### config.mk
export PLATFORM = sky130hd
export DESIGN_NAME = point_accumulator
export DESIGN_NICKNAME = d
export VERILOG_FILES = /design/src/rtl/ecc_pkg.sv /design/src/rtl/ecc_wait_timer.sv /design/src/rtl/point_accumulator.sv
export SDC_FILE = /design/constraint.sdc
export NUM_CORES = 1
export LEC_CHECK = 0
export ABC_CLOCK_PERIOD_IN_PS = 2000
export CAP_MARGIN = 15
export CORE_MARGIN = 2
export CORE_UTILIZATION = 42
export DETAILED_ROUTE_END_ITERATION = 16
export PLACE_DENSITY_LB_ADDON = 0.05
export SYNTH_ARGS = -nofsm -noshare
export SYNTH_HDL_FRONTEND = slang
export SYNTH_SLANG_ARGS = --single-unit
### constraint.sdc
create_clock -name clk -period 2 [get_ports clk]
set_input_delay 0.3 -clock clk [delete_from_list [all_inputs] [get_ports clk]]
set_output_delay 0.3 -clock clk [all_outputs]
set_load 0.1 [all_outputs]
### src/rtl/ecc_pkg.sv
// Shared types for sequencers driving the F_2^7 point adder.
// Point layout is {y[6:0], x[6:0]}; all-zero encodes infinity.
package ecc_pkg;

  localparam int COORD_W = 7;
  localparam int POINT_W = 2 * COORD_W;

  typedef logic [POINT_W-1:0] point_t;

  localparam point_t POINT_INF = '0;

  typedef enum logic [1:0] {
    ST_IDLE,
    ST_ISSUE,
    ST_WAIT,
    ST_OUT
  } acc_state_t;

  function automatic logic is_inf(point_t p);
    return p == POINT_INF;
  endfunction

endpackage

### src/rtl/ecc_wait_timer.sv
// Fixed-latency wait timer for the external point adder.
// Start pulse arms it; expire pulses in the cycle ending ADD_LAT after start.
module ecc_wait_timer #(
  parameter int ADD_LAT = 4
) (
  input  logic i_clk,
  input  logic i_reset,
  input  logic i_start,
  output logic o_expire
);

  localparam int CW = $clog2(ADD_LAT + 1);

  logic [CW-1:0] r_cnt;
  logic          w_running;

  assign w_running = (r_cnt != '0);
  assign o_expire  = (r_cnt == CW'(ADD_LAT));

  // count 1..ADD_LAT after the start cycle, then idle at zero
  always_ff @(posedge i_clk) begin
    if (i_reset) begin
      r_cnt <= '0;
    end else if (i_start) begin
      r_cnt <= CW'(1);
    end else if (o_expire) begin
      r_cnt <= '0;
    end else if (w_running) begin
      r_cnt <= r_cnt + CW'(1);
    end
  end

endmodule

### src/rtl/point_accumulator.sv
// Running group-sum sequencer in front of the F_2^7 point adder.
// Optional beat counter (out_count) enabled by POINT_ACC_COUNT_EN.
module point_accumulator
  import ecc_pkg::*;
#(
  parameter int ADD_LAT = 4
`ifdef POINT_ACC_COUNT_EN
  , parameter int COUNT_W = 8
`endif
) (
  input  logic               clk,
  input  logic               reset,
  input  logic               in_valid,
  output logic               in_ready,
  input  logic [POINT_W-1:0] in_point,
  input  logic               in_last,
  output logic               out_valid,
  input  logic               out_ready,
  output logic [POINT_W-1:0] out_point,
`ifdef POINT_ACC_COUNT_EN
  output logic [COUNT_W-1:0] out_count,
`endif
  output logic [POINT_W-1:0] add_p1,
  output logic [POINT_W-1:0] add_p2,
  output logic               add_load,
  input  logic [POINT_W-1:0] add_sum
);

  acc_state_t r_state;
  acc_state_t w_state_nxt;
  point_t     r_acc;
  point_t     r_op;
  logic       r_last;
  logic       w_accept;
  logic       w_trivial;
  logic       w_start;
  logic       w_expire;
  logic       w_out_done;

  assign w_accept   = in_valid & (r_state == ST_IDLE);
  assign w_trivial  = is_inf(in_point) | is_inf(r_acc);
  assign w_out_done = out_ready & (r_state == ST_OUT);

  assign add_p1    = r_acc;
  assign add_p2    = r_op;
  assign out_point = r_acc;

  ecc_wait_timer #(
    .ADD_LAT (ADD_LAT)
  ) u_timer (
    .i_clk    (clk),
    .i_reset  (reset),
    .i_start  (w_start),
    .o_expire (w_expire)
  );

  // state register
  always_ff @(posedge clk) begin
    if (reset) r_state <= ST_IDLE;
    else       r_state <= w_state_nxt;
  end

  // next state and handshake/adder strobes
  always_comb begin
    w_state_nxt = r_state;
    in_ready    = 1'b0;
    out_valid   = 1'b0;
    add_load    = 1'b0;
    w_start     = 1'b0;
    unique case (r_state)
      ST_IDLE: begin
        in_ready = 1'b1;
        if (in_valid) begin
          if (!w_trivial)   w_state_nxt = ST_ISSUE;
          else if (in_last) w_state_nxt = ST_OUT;
        end
      end
      ST_ISSUE: begin
        add_load    = 1'b1;
        w_start     = 1'b1;
        w_state_nxt = ST_WAIT;
      end
      ST_WAIT: begin
        if (w_expire)
          w_state_nxt = r_last ? ST_OUT : ST_IDLE;
      end
      ST_OUT: begin
        out_valid = 1'b1;
        if (out_ready) w_state_nxt = ST_IDLE;
      end
      default: w_state_nxt = ST_IDLE;
    endcase
  end

  // accumulator, operand and batch-close flag
  always_ff @(posedge clk) begin
    if (reset) begin
      r_acc  <= POINT_INF;
      r_op   <= POINT_INF;
      r_last <= 1'b0;
    end else begin
      if (w_accept) begin
        r_op   <= in_point;
        r_last <= in_last;
        if (!is_inf(in_point) && is_inf(r_acc))
          r_acc <= in_point;
      end else if (r_state == ST_WAIT && w_expire) begin
        r_acc <= add_sum;
      end else if (w_out_done) begin
        r_acc <= POINT_INF;
      end
    end
  end

`ifdef POINT_ACC_COUNT_EN
  logic [COUNT_W-1:0] r_count;

  assign out_count = r_count;

  // saturating count of accepted beats in the open batch
  always_ff @(posedge clk) begin
    if (reset) begin
      r_count <= '0;
    end else if (w_accept) begin
      if (r_count != '1) r_count <= r_count + COUNT_W'(1);
    end else if (w_out_done) begin
      r_count <= '0;
    end
  end
`endif

endmodule

==> reports/qor.csv <==
metric,value,unit
path_clk_slew,0.07,ns
syn_area,0.00177,sq mm
final_antenna_net_count,0,
hold_viol,0,
slew_viol_final,0,
drt-total-wl,4.91,mm
layout_common_cells,"57 x buf_4, 36 x nand2_1, 32 x clkdlybuf4s50_1",
netlist_instances,197,
critical_path_required,2.19,ns
hold_class,register to register,
yosysWarnings,0,
hold_ws,0.454,ns
ctsHoldBuffers,0,
fin_skew,0.00683,ns
ys_async_sr_fraction,0,
cap_viol_max_count,0,
finalSetupViolations,0,
critPathCaptureType,register,
antenna_found_initial,0,
track_usage,0.223,
die_area,0.00475,sq mm
min_period,1.71,ns
postSynthAreaPerCell,8.99,sq um
core.rowCount,23,
antennaDiodeCount,0,
critical_path_class,register to register,
path_max_fanout,10,
setup-tns-final,0,ns
seq_area_frac_synth,0.384,
period_share,0.857,
synth_edf_count,0,
synth.ff_latch_count,34,
final_common_cell,buf_4,
drive_gt1_frac,0.347,
worst_slew_pin_slew,0.502,ns
area_delta_synth_final,45.6,%
cts_resized,0,
num_vias,1744,
synth_nets,232,
start_util,0.439,
first_global_vias,1568,
io_pins,78,
nNetsFinal,303,
post_cts_buffers,0,
first_iter_violations,88,
clock_latency,0.28,ns
cts.htree.levels,2,
status,"complete, no violations",
core,0.00403,sq mm
via_per_inst,5.48,
grt_max_degree,32,
cts_root_buffer,clkbuf_8,
arrival,1.91,ns
gp_congestion,0.830,
numCtsBuffers,5,
drt-pass1-iter-count,6,
synth_top_flop_cell,dfxtp_1,
start_kind,register,
max_freq,583,MHz
fp.dieH,68.9,microns
cts_tree,yes,
cts.sinks,34,
die_w,68.9,microns
globalRouteOverflowTotal,0,
clockBufferDepth,2,
drc,0,
portBuffers,77,
dp_hpwl,3.76,mm
wl_per_cell,15.4,microns
rsz0062_at_grt,no,
ys_types,37,
max-slew-margin-rel,0.665,
grt_pass1_wl,7.73,mm
[cells in the mapped netlist, types with 4 or more instances]
cell type	instances	share of area
a21oi_1	18	0.051
nor3_1	11	0.031
inv_1	4	0.0085
a222oi_1	10	0.057
buf_2	6	0.017
buf_4	16	0.068
clkbuf_1	5	0.011
a311oi_1	4	0.020
dfxtp_1	34	0.38
nand2_1	36	0.076
nor2_1	4	0.0085
a211oi_1	10	0.042
a311oi_2	4	0.034
[worst paths after layout]
path / from / endpoint / slack (ns) / depth (start not counted)
worst max-delay path: add_p1[3]$_SDFFE_PP0P_ / add_p1[11]$_SDFFE_PP0P_ / 0.29 / 5
worst min-delay path: add_p2[8]$_SDFFE_PP0P_ / add_p2[8]$_SDFFE_PP0P_ / 0.45 / 2
worst max register to register: add_p1[3]$_SDFFE_PP0P_ / add_p1[11]$_SDFFE_PP0P_ / 0.29 / 5
worst min register to register: add_p2[8]$_SDFFE_PP0P_ / add_p2[8]$_SDFFE_PP0P_ / 0.45 / 2
[flip-flops by register name, indices dropped and copies added (netlist names)]
signal and count:
r_last 1, add_p1 14, r_state 2, add_p2 14, u_timer.r_cnt 3
[metal layers]
metal	GRT usage	wire length [microns]	vias to the layer above
li1	-	-	862
met1	0.303	2270	811
met2	0.356	2240	67
met3	0.0455	359	4
met4	0.0662	42	0
met5	0	0	-
[area by class of cell]
| type | instances | area (sq um) |
|---|---|---|
| fillers | 368 | 1450 |
| inverters | 4 | 15.0 |
| clock buffers | 7 | 76.3 |
| multi-input cells | 130 | 898 |
| well taps | 50 | 62.6 |
| flip-flops and latches | 34 | 697 |
| repair buffers | 93 | 828 |
[worst max-delay path, cell delays in order, from the launching register on]
cell and delay (ns):
dfxtp_2 0.34, nor4_1 0.43, and4_1 0.39, buf_4 0.21, a211oi_1 0.08, nor3_1 0.18
[kinds of logic after synthesis]
group	after synthesis	synth area share
adder cells (fa/ha/maj)	2	0.0141
AO/OA/AOI/OAI	55	0.247
buffers and inverters	33	0.112
AND/OR/NAND/NOR	71	0.231
multiplexers	1	0.00565
flip-flops	34	0.384
XOR/XNOR	1	0.00495
[metrics by stage]
| step | setup slack, ns | util | cells | cell area [sq um] |
|---|---|---|---|---|
| 3_5_place_dp | 0.0136 | 0.621 | 311 | 2500 |
| 6_report | 0.286 | 0.640 | 318 | 2580 |
| 3_3_place_gp | 0.0260 | 0.621 | 311 | 2500 |
| 5_1_grt | 0.0978 | 0.640 | 318 | 2580 |
| 4_1_cts | 0.307 | 0.640 | 318 | 2580 |
| 2_1_floorplan | 0.00838 | - | 197 | 1790 |
Power is left out: the tool's default activity adds up to more than one toggle a clock period on the data nets, which glitch-free logic cannot reach.
==> RTL change: new RTL, same flow settings <==
Add a define of `POINT_ACC_COUNT_EN`.
--- a/src/rtl/point_accumulator.sv
+++ b/src/rtl/point_accumulator.sv
@@ -1,5 +1,7 @@
 // Running group-sum sequencer in front of the F_2^7 point adder.
 // Optional beat counter (out_count) enabled by POINT_ACC_COUNT_EN.
+`define POINT_ACC_COUNT_EN
+
 module point_accumulator
   import ecc_pkg::*;
 #(
Behaviour (old outputs only; new: out_count): unchanged (Yosys induction, for registers that start in step).
==> RTL change against the original RTL <==
- sequential cell count rose by 8
- cell area rose by 35%
- synthesized area rose by 42%
- setup slack got worse by 0.18 ns
- wire length rose by 46%
- utilization fell by 4.4 points
- critical path type unchanged
- highest routed layer unchanged
==> RTL change: results (changes against the original RTL) <==
Drt
  • Drt first pass iters: 4 (was 6)
  • Metal-1 WL: 3143 um (was 2274 um)
  • DR vias: 2,545 (was 1,744)
  • Routed wl met3: 336 um (was 359 um)
  • Wire length on met2: 3585 um (was 2237 um)
  • WL/cell: 15.39 um (was 15.45 um)

Synthesis
  • Top cells by area, synth: dfxtp_1 (34%), nor4_1 (5.0%), nand2_1 (4.9%) (was dfxtp_1 (38%), nand2_1 (7.6%), buf_4 (6.8%))
  • Net Count, Synth: 345 (was 232)
  • Register area share after synthesis: 0.3352 (was 0.3845)
  • Most frequent cells after synthesis: dfxtp_1 (42), nand2_1 (33), nor2_1 (24), a21oi_1 (21) (was nand2_1 (36), dfxtp_1 (34), a21oi_1 (18), buf_4 (16), nor3_1 (11))
  • Post-Synthesis Cells: 309 (was 197)
  • Adder-Cell Fraction of Synth Area: 0.01496 (was 0.01413)
  • Cell variety after synth: 45 (was 37)
  • Post-synthesis mux area share: 0 (was 0.005654)

STA
  • Skew final: 0.006064 ns (was 0.006832 ns)
  • Slew margin rel.: 0.6733 (was 0.6646)
  • Worst setup margin: 0.1051 ns (was 0.2857 ns)

Cells and area
  • FILL cells: 562 (was 368)
  • Ratio of cells with drive above 1 in the final layout: 0.3112 (was 0.3470)
  • Multi-input gate share of total cell area: 0.3855 (was 0.3485)
  • Sequential share of cell area: 0.2444 (was 0.2704)
  • Clk cell area share: 0.02297 (was 0.02961)
  • Clock buf count: 6 (was 7)
  • Final net count: 428 (was 303)
  • Data buffer area share: 0.2986 (was 0.3214)
  • Seq Cell Count: 42 (was 34)
  • #MultiIn Comb: 205 (was 130)
  • Buffers, non-clock: 118 (was 93)

Placement
  • Placement Setup Slack: -0.1417 ns (was 0.01363 ns)
  • Placed cell count: 460 (was 311)
  • PortBufs: 85 (was 77)

Global routing
  • Total global routing track utilization: 0.2252 (was 0.2228)
  • Met2 GRT Util: 0.4033 (was 0.3558)
  • First-pass GRT wire length: 11,540 um (was 7734 um)
  • Largest net degree at the start of global routing: 29 (was 32)
  • GRT met1 Usage: 0.2696 (was 0.3028)
  • Met3 Use GR: 0.04333 (was 0.04545)
  • Vias in the first global route: 2,425 (was 1,568)

Setup path
  • Max FO, Critical Path: 28 (was 10)
  • R2r worst-path depth: 7 (was 5)
  • Delay of the slowest cell on the worst path: 0.38 ns (was 0.43 ns)
  • Crit-path slowest cell: dfxtp_1 (was nor4_1)
  • Worst endpoint data arrival time: 2.09 ns (was 1.91 ns)
  • Critical path origin: u_timer.r_cnt[0] (was add_p1[3])
  • Critical path's top delay family: compound AO/OA/AOI/OAI gates (was simple AND/OR/NAND/NOR gates)
  • FF-to-FF End: add_p1[2] (was add_p1[11])

Run status
  • Status: complete, no violations (unchanged)
RTL change: cell types whose count changed in the layout (fill, tap and decap cells not counted), sizes merged, moves of 6 or more:
cell    change
o32ai      +14
a211oi      +6
a311oi      -8
dfxtp       +8
o21ai      +16
nor4b      +14
nor4       +14
nor3       -11
a222oi     -10
buf        +25
inv        +16
nor2       +20
RTL change: stage by stage:
stage	total power (W)	area, um^2	utilization
final	0.004366	3486	0.5958
after global routing	0.004587	3486	0.5958
after CTS	0.004384	3466	0.5924
after detailed placement	0.003840	3386	0.5787
after global placement	0.003819	3386	0.5787
after floorplan	0.003253	2522	-
RTL change: how the worst min path moves through the flow:
stage	from	end	slack, ns	cells after the start
after floorplan	in_last	r_last	0.44	2
after global placement	add_p2[6]	add_p2[6]	0.45	2
after detailed placement	add_p2[1]	add_p2[1]	0.45	2
after CTS	add_p2[1]	add_p2[1]	0.46	2
after global routing	add_p2[1]	add_p2[1]	0.48	2
final	add_p2[1]	add_p2[1]	0.46	2
